`config.mk`:
```
export PLATFORM = sky130hd
export DESIGN_NAME = mult_div_ctrl
export DESIGN_NICKNAME = d
export VERILOG_FILES = /design/src/rtl/mult_div_ctrl.sv
export SDC_FILE = /design/constraint.sdc
export NUM_CORES = 1
export LEC_CHECK = 0
export CAP_MARGIN = 10
export CORE_MARGIN = 4
export CORE_UTILIZATION = 41
export CTS_BUF_LIST = sky130_fd_sc_hd__clkbuf_8 sky130_fd_sc_hd__clkbuf_16
export DETAILED_ROUTE_END_ITERATION = 6
export PLACE_DENSITY_LB_ADDON = 0.25
export SLEW_MARGIN = 20
export SYNTH_ARGS = -nofsm -noshare
export SYNTH_HDL_FRONTEND = slang
export SYNTH_SLANG_ARGS = --single-unit
```
`constraint.sdc`:
```
create_clock -name clk -period 10.2 [get_ports clk]
set_clock_uncertainty 0.05 [all_clocks]
set_input_delay 2.04 -clock clk [delete_from_list [all_inputs] [get_ports clk]]
set_output_delay 2.04 -clock clk [all_outputs]
set_load 0.01 [all_outputs]
```
`src/rtl/mult_div_ctrl.sv`:
```
// Iterative signed multiply (radix-2 Booth) / divide (restoring) engine owning HI/LO.
// Define MDU_ZERO_SKIP_EN to let a MULT with a zero operand bypass the iterations.
module mult_div_ctrl #(
  parameter int WIDTH = 32
) (
  input  logic             clk,
  input  logic             reset,
  input  logic             start_mult,
  input  logic             start_div,
  input  logic [WIDTH-1:0] a,
  input  logic [WIDTH-1:0] b,
  output logic             busy,
  output logic             done,
  output logic             div_zero,
  output logic [WIDTH-1:0] hi,
  output logic [WIDTH-1:0] lo
);

  typedef enum logic [1:0] {S_IDLE, S_MUL, S_DIV, S_FIN} state_t;

  state_t           state_q;
  logic [5:0]       cnt_q;
  logic [WIDTH:0]   acc_q;
  logic [WIDTH-1:0] mq_q;
  logic [WIDTH-1:0] mcand_q;
  logic             q1_q;
  logic             op_div_q;
  logic             neg_quo_q;
  logic             neg_rem_q;
  logic             busy_q;
  logic             done_q;
  logic             div_zero_q;
  logic [WIDTH-1:0] hi_q;
  logic [WIDTH-1:0] lo_q;

  logic [WIDTH:0]   mcand_ext_s;
  logic [WIDTH:0]   booth_sum_s;
  logic [WIDTH:0]   div_shift_s;
  logic [WIDTH:0]   div_diff_s;
  logic             div_ge_s;
  logic [WIDTH-1:0] abs_a_s;
  logic [WIDTH-1:0] abs_b_s;
  logic [WIDTH-1:0] quo_fix_s;
  logic [WIDTH-1:0] rem_fix_s;
  logic             last_iter_s;
  logic             zero_skip_s;

`ifdef MDU_ZERO_SKIP_EN
  assign zero_skip_s = (a == {WIDTH{1'b0}}) || (b == {WIDTH{1'b0}});
`else
  assign zero_skip_s = 1'b0;
`endif

  // Datapath helpers: Booth add/sub step, restoring-division trial subtract, sign fixups.
  always_comb begin
    mcand_ext_s = {mcand_q[WIDTH-1], mcand_q};
    case ({mq_q[0], q1_q})
      2'b01:   booth_sum_s = acc_q + mcand_ext_s;
      2'b10:   booth_sum_s = acc_q - mcand_ext_s;
      default: booth_sum_s = acc_q;
    endcase
    div_shift_s = {acc_q[WIDTH-1:0], mq_q[WIDTH-1]};
    div_diff_s  = div_shift_s - {1'b0, mcand_q};
    div_ge_s    = (div_shift_s >= {1'b0, mcand_q});
    abs_a_s     = a[WIDTH-1] ? -a : a;
    abs_b_s     = b[WIDTH-1] ? -b : b;
    quo_fix_s   = neg_quo_q ? -mq_q : mq_q;
    rem_fix_s   = neg_rem_q ? -acc_q[WIDTH-1:0] : acc_q[WIDTH-1:0];
    last_iter_s = (cnt_q == 6'(WIDTH-1));
  end

  // Sequencer, iteration datapath and registered outputs.
  always_ff @(posedge clk) begin
    if (!reset) begin
      state_q    <= S_IDLE;
      cnt_q      <= 6'd0;
      acc_q      <= {(WIDTH+1){1'b0}};
      mq_q       <= {WIDTH{1'b0}};
      mcand_q    <= {WIDTH{1'b0}};
      q1_q       <= 1'b0;
      op_div_q   <= 1'b0;
      neg_quo_q  <= 1'b0;
      neg_rem_q  <= 1'b0;
      busy_q     <= 1'b0;
      done_q     <= 1'b0;
      div_zero_q <= 1'b0;
      hi_q       <= {WIDTH{1'b0}};
      lo_q       <= {WIDTH{1'b0}};
    end else begin
      done_q     <= 1'b0;
      div_zero_q <= 1'b0;
      case (state_q)
        S_IDLE: begin
          cnt_q <= 6'd0;
          if (start_mult) begin
            mcand_q  <= a;
            acc_q    <= {(WIDTH+1){1'b0}};
            q1_q     <= 1'b0;
            op_div_q <= 1'b0;
            busy_q   <= 1'b1;
            if (zero_skip_s) begin
              mq_q    <= {WIDTH{1'b0}};
              state_q <= S_FIN;
            end else begin
              mq_q    <= b;
              state_q <= S_MUL;
            end
          end else if (start_div) begin
            if (b == {WIDTH{1'b0}}) begin
              div_zero_q <= 1'b1;
            end else begin
              mcand_q   <= abs_b_s;
              mq_q      <= abs_a_s;
              acc_q     <= {(WIDTH+1){1'b0}};
              neg_quo_q <= a[WIDTH-1] ^ b[WIDTH-1];
              neg_rem_q <= a[WIDTH-1];
              op_div_q  <= 1'b1;
              busy_q    <= 1'b1;
              state_q   <= S_DIV;
            end
          end else begin
            state_q <= S_IDLE;
          end
        end
        S_MUL: begin
          // Arithmetic shift of {acc, multiplier, q-1} after the Booth step.
          acc_q <= {booth_sum_s[WIDTH], booth_sum_s[WIDTH:1]};
          mq_q  <= {booth_sum_s[0], mq_q[WIDTH-1:1]};
          q1_q  <= mq_q[0];
          cnt_q <= last_iter_s ? 6'd0 : cnt_q + 6'd1;
          if (last_iter_s) begin
            state_q <= S_FIN;
          end else begin
            state_q <= S_MUL;
          end
        end
        S_DIV: begin
          acc_q <= div_ge_s ? div_diff_s : div_shift_s;
          mq_q  <= {mq_q[WIDTH-2:0], div_ge_s};
          cnt_q <= last_iter_s ? 6'd0 : cnt_q + 6'd1;
          if (last_iter_s) begin
            state_q <= S_FIN;
          end else begin
            state_q <= S_DIV;
          end
        end
        S_FIN: begin
          if (op_div_q) begin
            hi_q <= rem_fix_s;
            lo_q <= quo_fix_s;
          end else begin
            hi_q <= acc_q[WIDTH-1:0];
            lo_q <= mq_q;
          end
          done_q  <= 1'b1;
          busy_q  <= 1'b0;
          cnt_q   <= 6'd0;
          state_q <= S_IDLE;
        end
        default: begin
          busy_q  <= 1'b0;
          cnt_q   <= 6'd0;
          state_q <= S_IDLE;
        end
      endcase
    end
  end

  assign busy     = busy_q;
  assign done     = done_q;
  assign div_zero = div_zero_q;
  assign hi       = hi_q;
  assign lo       = lo_q;

endmodule

```
==> metrics, run 1 <==
CTS max path bufs 2; GPL Wtd Cong 0.950; IO Port Bufs 134; CTS tree done; Routed WL per cell 20.2 um; Leak 6.38 nW; Simple-Gate Fraction of Synth Area 20.9%; Compound-Gate Fraction of Synth Area 28.9%; Pwr Density 161 nW/um^2; outcome completed; H-tree Lvls 4; Hold WS 401 ps; DP HPWL 39400 um; max-capacitance violation count 0; Total Routing Usage GR 25.3%; final setup margin 4660 ps; global-route wire length before repair 81000 um; EDFF count, synth 0; initial antenna violation count 0; DRC Markers 0; area leader, netlist dfxtp_1; Max Slew Vio Count 0; area of the die 39700 um^2; Yosys reg bits 176; Design Power 0.00275 W; syn_area_per_cell 7.35 um^2; number of top-level pins 135; Crit. End Element register; vias in the first global route 14.1k; synth top area cells dfxtp_1, xnor2_1, ha_1; CP max FO 43; final hold violations 0; Post-Route WL 51400 um; main combinational cell family by area after synthesis compound AO/OA/AOI/OAI gates; final antenna-violating net count 0; Setup TNS Final 0 ps; Peak VDD IR 127 uV; CP startpoint kind primary input; worst setup path category primary input to register; Synth warnings 0; most common cell in the netlist nand2_1; post-synthesis xor/xnor area fraction 11.7%; most instantiated cells after synthesis nand2_1, nor2_1, a21oi_1, dfxtp_1, o21ai_0; Rows 69; CTS clock-pin slew for the worst setup and hold paths 80 ps; Synth Area in Adders 6.53%; design area 17100 um^2; WP data arrival 5850 ps; Finish-stage setup viols 0; Least-Margin Pin Slew 1000 ps; Main synth FF type dfxtp_1; pin count of the biggest net entering global routing 75; top cell type's share of synthesized area 23.5%; Most Frequent Cell on Critical Path o31ai_1; clk sinks 176; ANT cells 0; number of distinct library cells after synthesis 83; Multi-input gate area 10700 um^2; grt ovf 0; Die X-Extent 199 um; Starting Density 41.8%; fin crit share 54.3%; Final #Nets 2219; Slowest-stage cell, CP and2_0; DR vias/cell 6.01; hold_buf cts 0; Tmin final 5540 ps; Critical Path, Cell by Cell clkdlybuf4s50_1 > or4_4 > nor4_2 > nand4_1 > a21o_1 > o21ai_2 > buf_4 > and2_0 > a32oi_1 > o31ai_1 > a31oi_1 > o31ai_1; area grow syn2layout 14.1%; post_cts resized 0; Mapped Cells 2040; Core Area 35800 um^2; share of flip-flops with an asynchronous set or reset 0%; Num CTS Buffers 17; post-synthesis mux area share 3.34%; share of post-route cells with drive strength above 1 4.70%; FILL cells 3550; register area share after synthesis 23.5%; worst slack at placement 4260 ps; vias 15.3k; RSZ-0062 raised after global routing no; Max Clk Rate 0.180 GHz; Root Buffer clkbuf_16; DIE HEIGHT 199 um; drt first pass iters 7; placed inst area 16500 um^2; crit-path max cell delay 800 ps; CP required 10500 ps; Min-Delay Path Class register to register; relative slew slack 33.0%; Post-CTS Setup Repair Bufs 0; register area 3520 um^2; 1st-iter DRT viols 1472; synthesized area 15000 um^2; Net Count, Synth 2185; clk_lat worst skew 440 ps
[sequential cells by signal, summed over array words and instances (netlist names)]
register   flops
neg_rem_q      1
cnt_q          6
mq_q          32
neg_quo_q      1
lo            32
op_div_q       1
done           1
acc_q         33
state_q        2
div_zero       1
q1_q           1
mcand_q       32
hi            32
busy           1
[through the flow]
step / utilization (%) / cells
after global placement: 46.1 / 2516
after CTS: 47.7 / 2548
after detailed placement: 46.1 / 2516
after floorplan: - / 2040
final: 47.7 / 2548
after global routing: 47.7 / 2548
[kinds of logic (layout without fill, tap and decap cells)]
logic type               count (synthesis)  in the layout
adder cells (fa/ha/maj)                 77             77
flip-flops                             176            176
multiplexers                            48             48
AO/OA/AOI/OAI                          673            673
buffers and inverters                  200            247
AND/OR/NAND/NOR                        666            666
XOR/XNOR                               200            200
[power by group]
part,internal [W],total [W],switching [W]
registers,0.000739,0.000838,0.0000990
clock network,0.000331,0.000667,0.000336
logic,0.000491,0.00124,0.000753
total,0.00156,0.00275,0.00119
[placed cells by master, fill, tap and decap left out, drive strengths merged, types with 31 or more instances in the layout]
| cell type | count |
|---|---|
| nor3 | 43 |
| a211oi | 77 |
| o21ai | 180 |
| dfxtp | 176 |
| mux2i | 35 |
| xor2 | 91 |
| o31ai | 36 |
| nand2 | 227 |
| ha | 75 |
| nand3 | 31 |
| a21oi | 182 |
| clkdlybuf4s50 | 133 |
| xnor2 | 109 |
| nor2 | 201 |
| inv | 76 |
[layer usage]
metal | vias to the layer above | share of wire, % | wire length [um] | track usage [%]
li1 | 7414 | - | - | -
met1 | 7253 | 46 | 23500 | 35.7
met2 | 586 | 45 | 23300 | 40.4
met3 | 71 | 5.7 | 2920 | 2.93
met4 | 0 | 3.2 | 1660 | 8.16
met5 | - | 0 | 0 | 0
[worst max-delay path: cells and delay by family]
| family | cells | cell delay (ps) |
|---|---|---|
| AOI/OAI and AO/OA | 6 | 720 |
| buffers and inverters | 2 | 910 |
| and+or+nand+nor | 4 | 2150 |
[worst paths after layout]
path / end / depth (start not counted) / start / slack, ps
min: cnt_q[0] / 1 / cnt_q[0] / 400
max reg2reg: acc_q[28] / 17 / mcand_q[2] / 5210
max: acc_q[25] / 12 / b[6] / 4660
min reg2reg: cnt_q[0] / 1 / cnt_q[0] / 400
[area by class of cell]
| class | count | area share (%) |
|---|---|---|
| Multi-Input combinational cell | 1664 | 62.7 |
| Sequential cell | 176 | 20.6 |
| Timing Repair Buffer | 148 | 8.44 |
| Tap cell | 461 | 3.37 |
| Clock buffer | 17 | 2.49 |
| Inverter | 67 | 1.48 |
| Clock inverter | 15 | 0.951 |
No activity file was read; power rests on OpenSTA's default activity.
==> inputs of run 2 (changes only) <==
Clock period 10.2 ns to 4.6 ns, I/O delays scaled along.
==> run 2 against run 1 <==
Compared with the run above:
- power is 130% higher
- critical endpoint is now acc_q[28]
- the flow now finishes with violations (DRC)
- critical path depth is 5 higher
- flip-flop and latch count stayed put
- non-clock buffer count is 61 higher
- register-to-register slack worse by 5000 ps
- final area is 3.1% higher
- cell count is 2.4% higher
- utilization is 1.5 points higher
==> metrics, run 2 (synthesis results as in run 1) <==
outcome finished, violations left; failing checks DRC; CP startpoint kind register; Worst R2R Start mcand_q[2]; Total Routing Usage GR 26.2%; Num CTS Buffers 17; share of post-route cells with drive strength above 1 7.73%; worst setup path category register to register; crit-path max cell delay 410 ps; vias 15.6k; register area 3520 um^2; Pwr Density 353 nW/um^2; RSZ-0062 raised after global routing no; number of top-level pins 135; Root Buffer clkbuf_16; Hold WS 410 ps; final hold violations 0; FILL cells 3563; grt ovf 0; IO Port Bufs 134; Slowest-stage cell, CP or3_1; Peak VDD IR 325 uV; clk sinks 176; Post-Route WL 53300 um; GPL Wtd Cong 0.945; pin count of the biggest net entering global routing 78; Critical Path, Cell by Cell or3_1 > or3_1 > nor3_2 > and2_2 > nor2_1 > xnor2_1 > ha_1 > nor2_1 > nor3b_1 > o41ai_1 > o21ai_0 > a21oi_2 > o21ai_0 > a211oi_1 > xnor2_1 > nand2_1 > a311oi_1; CTS clock-pin slew for the worst setup and hold paths 90 ps; area grow syn2layout 17.7%; 1st-iter DRT viols 1475; WP data arrival 4680 ps; Starting Density 41.8%; initial antenna violation count 0; Min-Delay Path Class register to register; vias in the first global route 14.5k; Leak 6.72 nW; fin crit share 94.8%; DP HPWL 41200 um; r2r setup slk 240 ps; Tmin final 4360 ps; commonest non-fill, non-tap cells in the layout nand2_1, nor2_1, a21oi_1; Least-Margin Pin Slew 944 ps; max-capacitance violation count 0; Multi-input gate area 10800 um^2; global-route wire length before repair 82600 um; Finish-stage setup viols 0; DIE HEIGHT 199 um; Design Power 0.00622 W; Final #Nets 2280; CP required 4910 ps; Max Slew Vio Count 0; largest register by flop count acc_q; Max Clk Rate 0.229 GHz; relative slew slack 37.1%; beginning of the critical path mcand_q[2]; Core Area 35800 um^2; CP max FO 6; Routed WL per cell 20.4 um; Rows 69; drt first pass iters 7; Setup TNS Final 0 ps; Die X-Extent 199 um; DR vias/cell 5.96; commonest non-fill, non-tap cell in the layout nand2_1; Crit. End Element register; Largest register FFs 33; CTS max path bufs 2; WP buf/inv 0; area of the die 39700 um^2; ANT cells 0; CTS tree done; Top delay family on crit path simple AND/OR/NAND/NOR gates; clk_lat worst skew 450 ps; final antenna-violating net count 0; Hold Crit Start cnt_q[0]; H-tree Lvls 4; Post-CTS Setup Repair Bufs 0; DRC Markers 22
## run 2: worst register-to-register path, stage by stage, from the launching register on
cell and delay, ps:
dfxtp_1 310, or3_1 410, or3_1 380, nor3_2 300
and2_2 270, nor2_1 70, xnor2_1 210, ha_1 290
nor2_1 180, nor3b_1 100, o41ai_1 340, o21ai_0 160
a21oi_2 210, o21ai_0 210, a211oi_1 300, xnor2_1 160
nand2_1 60, a311oi_1 280
## run 2: power breakdown
part / total (W) / switching [W] / internal [W]
logic: 0.00291 / 0.00173 / 0.00118
registers: 0.00182 / 0.000179 / 0.00164
clock network: 0.00149 / 0.000756 / 0.000737
## run 2: layer usage
layer  GRT usage, %  share of wire [%]
met1           36.7                 44
met2           41.1                 45
met3           3.27                6.6
met4           10.1                4.0
met5              0                  0
## run 2: timing repair
item                       in CTS  in global routing
hold endpoints to repair        0                  0
setup endpoints to repair       2                 14
resized for setup               1                 12
pin swaps                       0                  0
hold buffers                    0                  0
## run 2: final cells by class
type	instances	area share, %
Tap cell	461	3.27
Clock inverter	14	0.808
Inverter	67	1.44
Clock buffer	18	2.49
Sequential cell	176	20.0
Multi-Input combinational cell	1664	61.0
Timing Repair Buffer	209	11.0
## run 2: final timing paths
path	cells past startpoint	endpoint
max	17	acc_q[28]
min	1	cnt_q[0]
max reg2reg	17	acc_q[28]
min reg2reg	1	cnt_q[0]
## run 2: stage by stage
stage	std cells	utilization [%]	setup WS, ps	instance area (um^2)
2_1_floorplan	2040	-	559	15000
3_3_place_gp	2577	47.5	49.4	17000
3_5_place_dp	2577	47.5	-12.7	17000
4_1_cts	2609	49.1	51.6	17600
5_1_grt	2609	49.2	12.4	17600
6_report	2609	49.2	238	17600
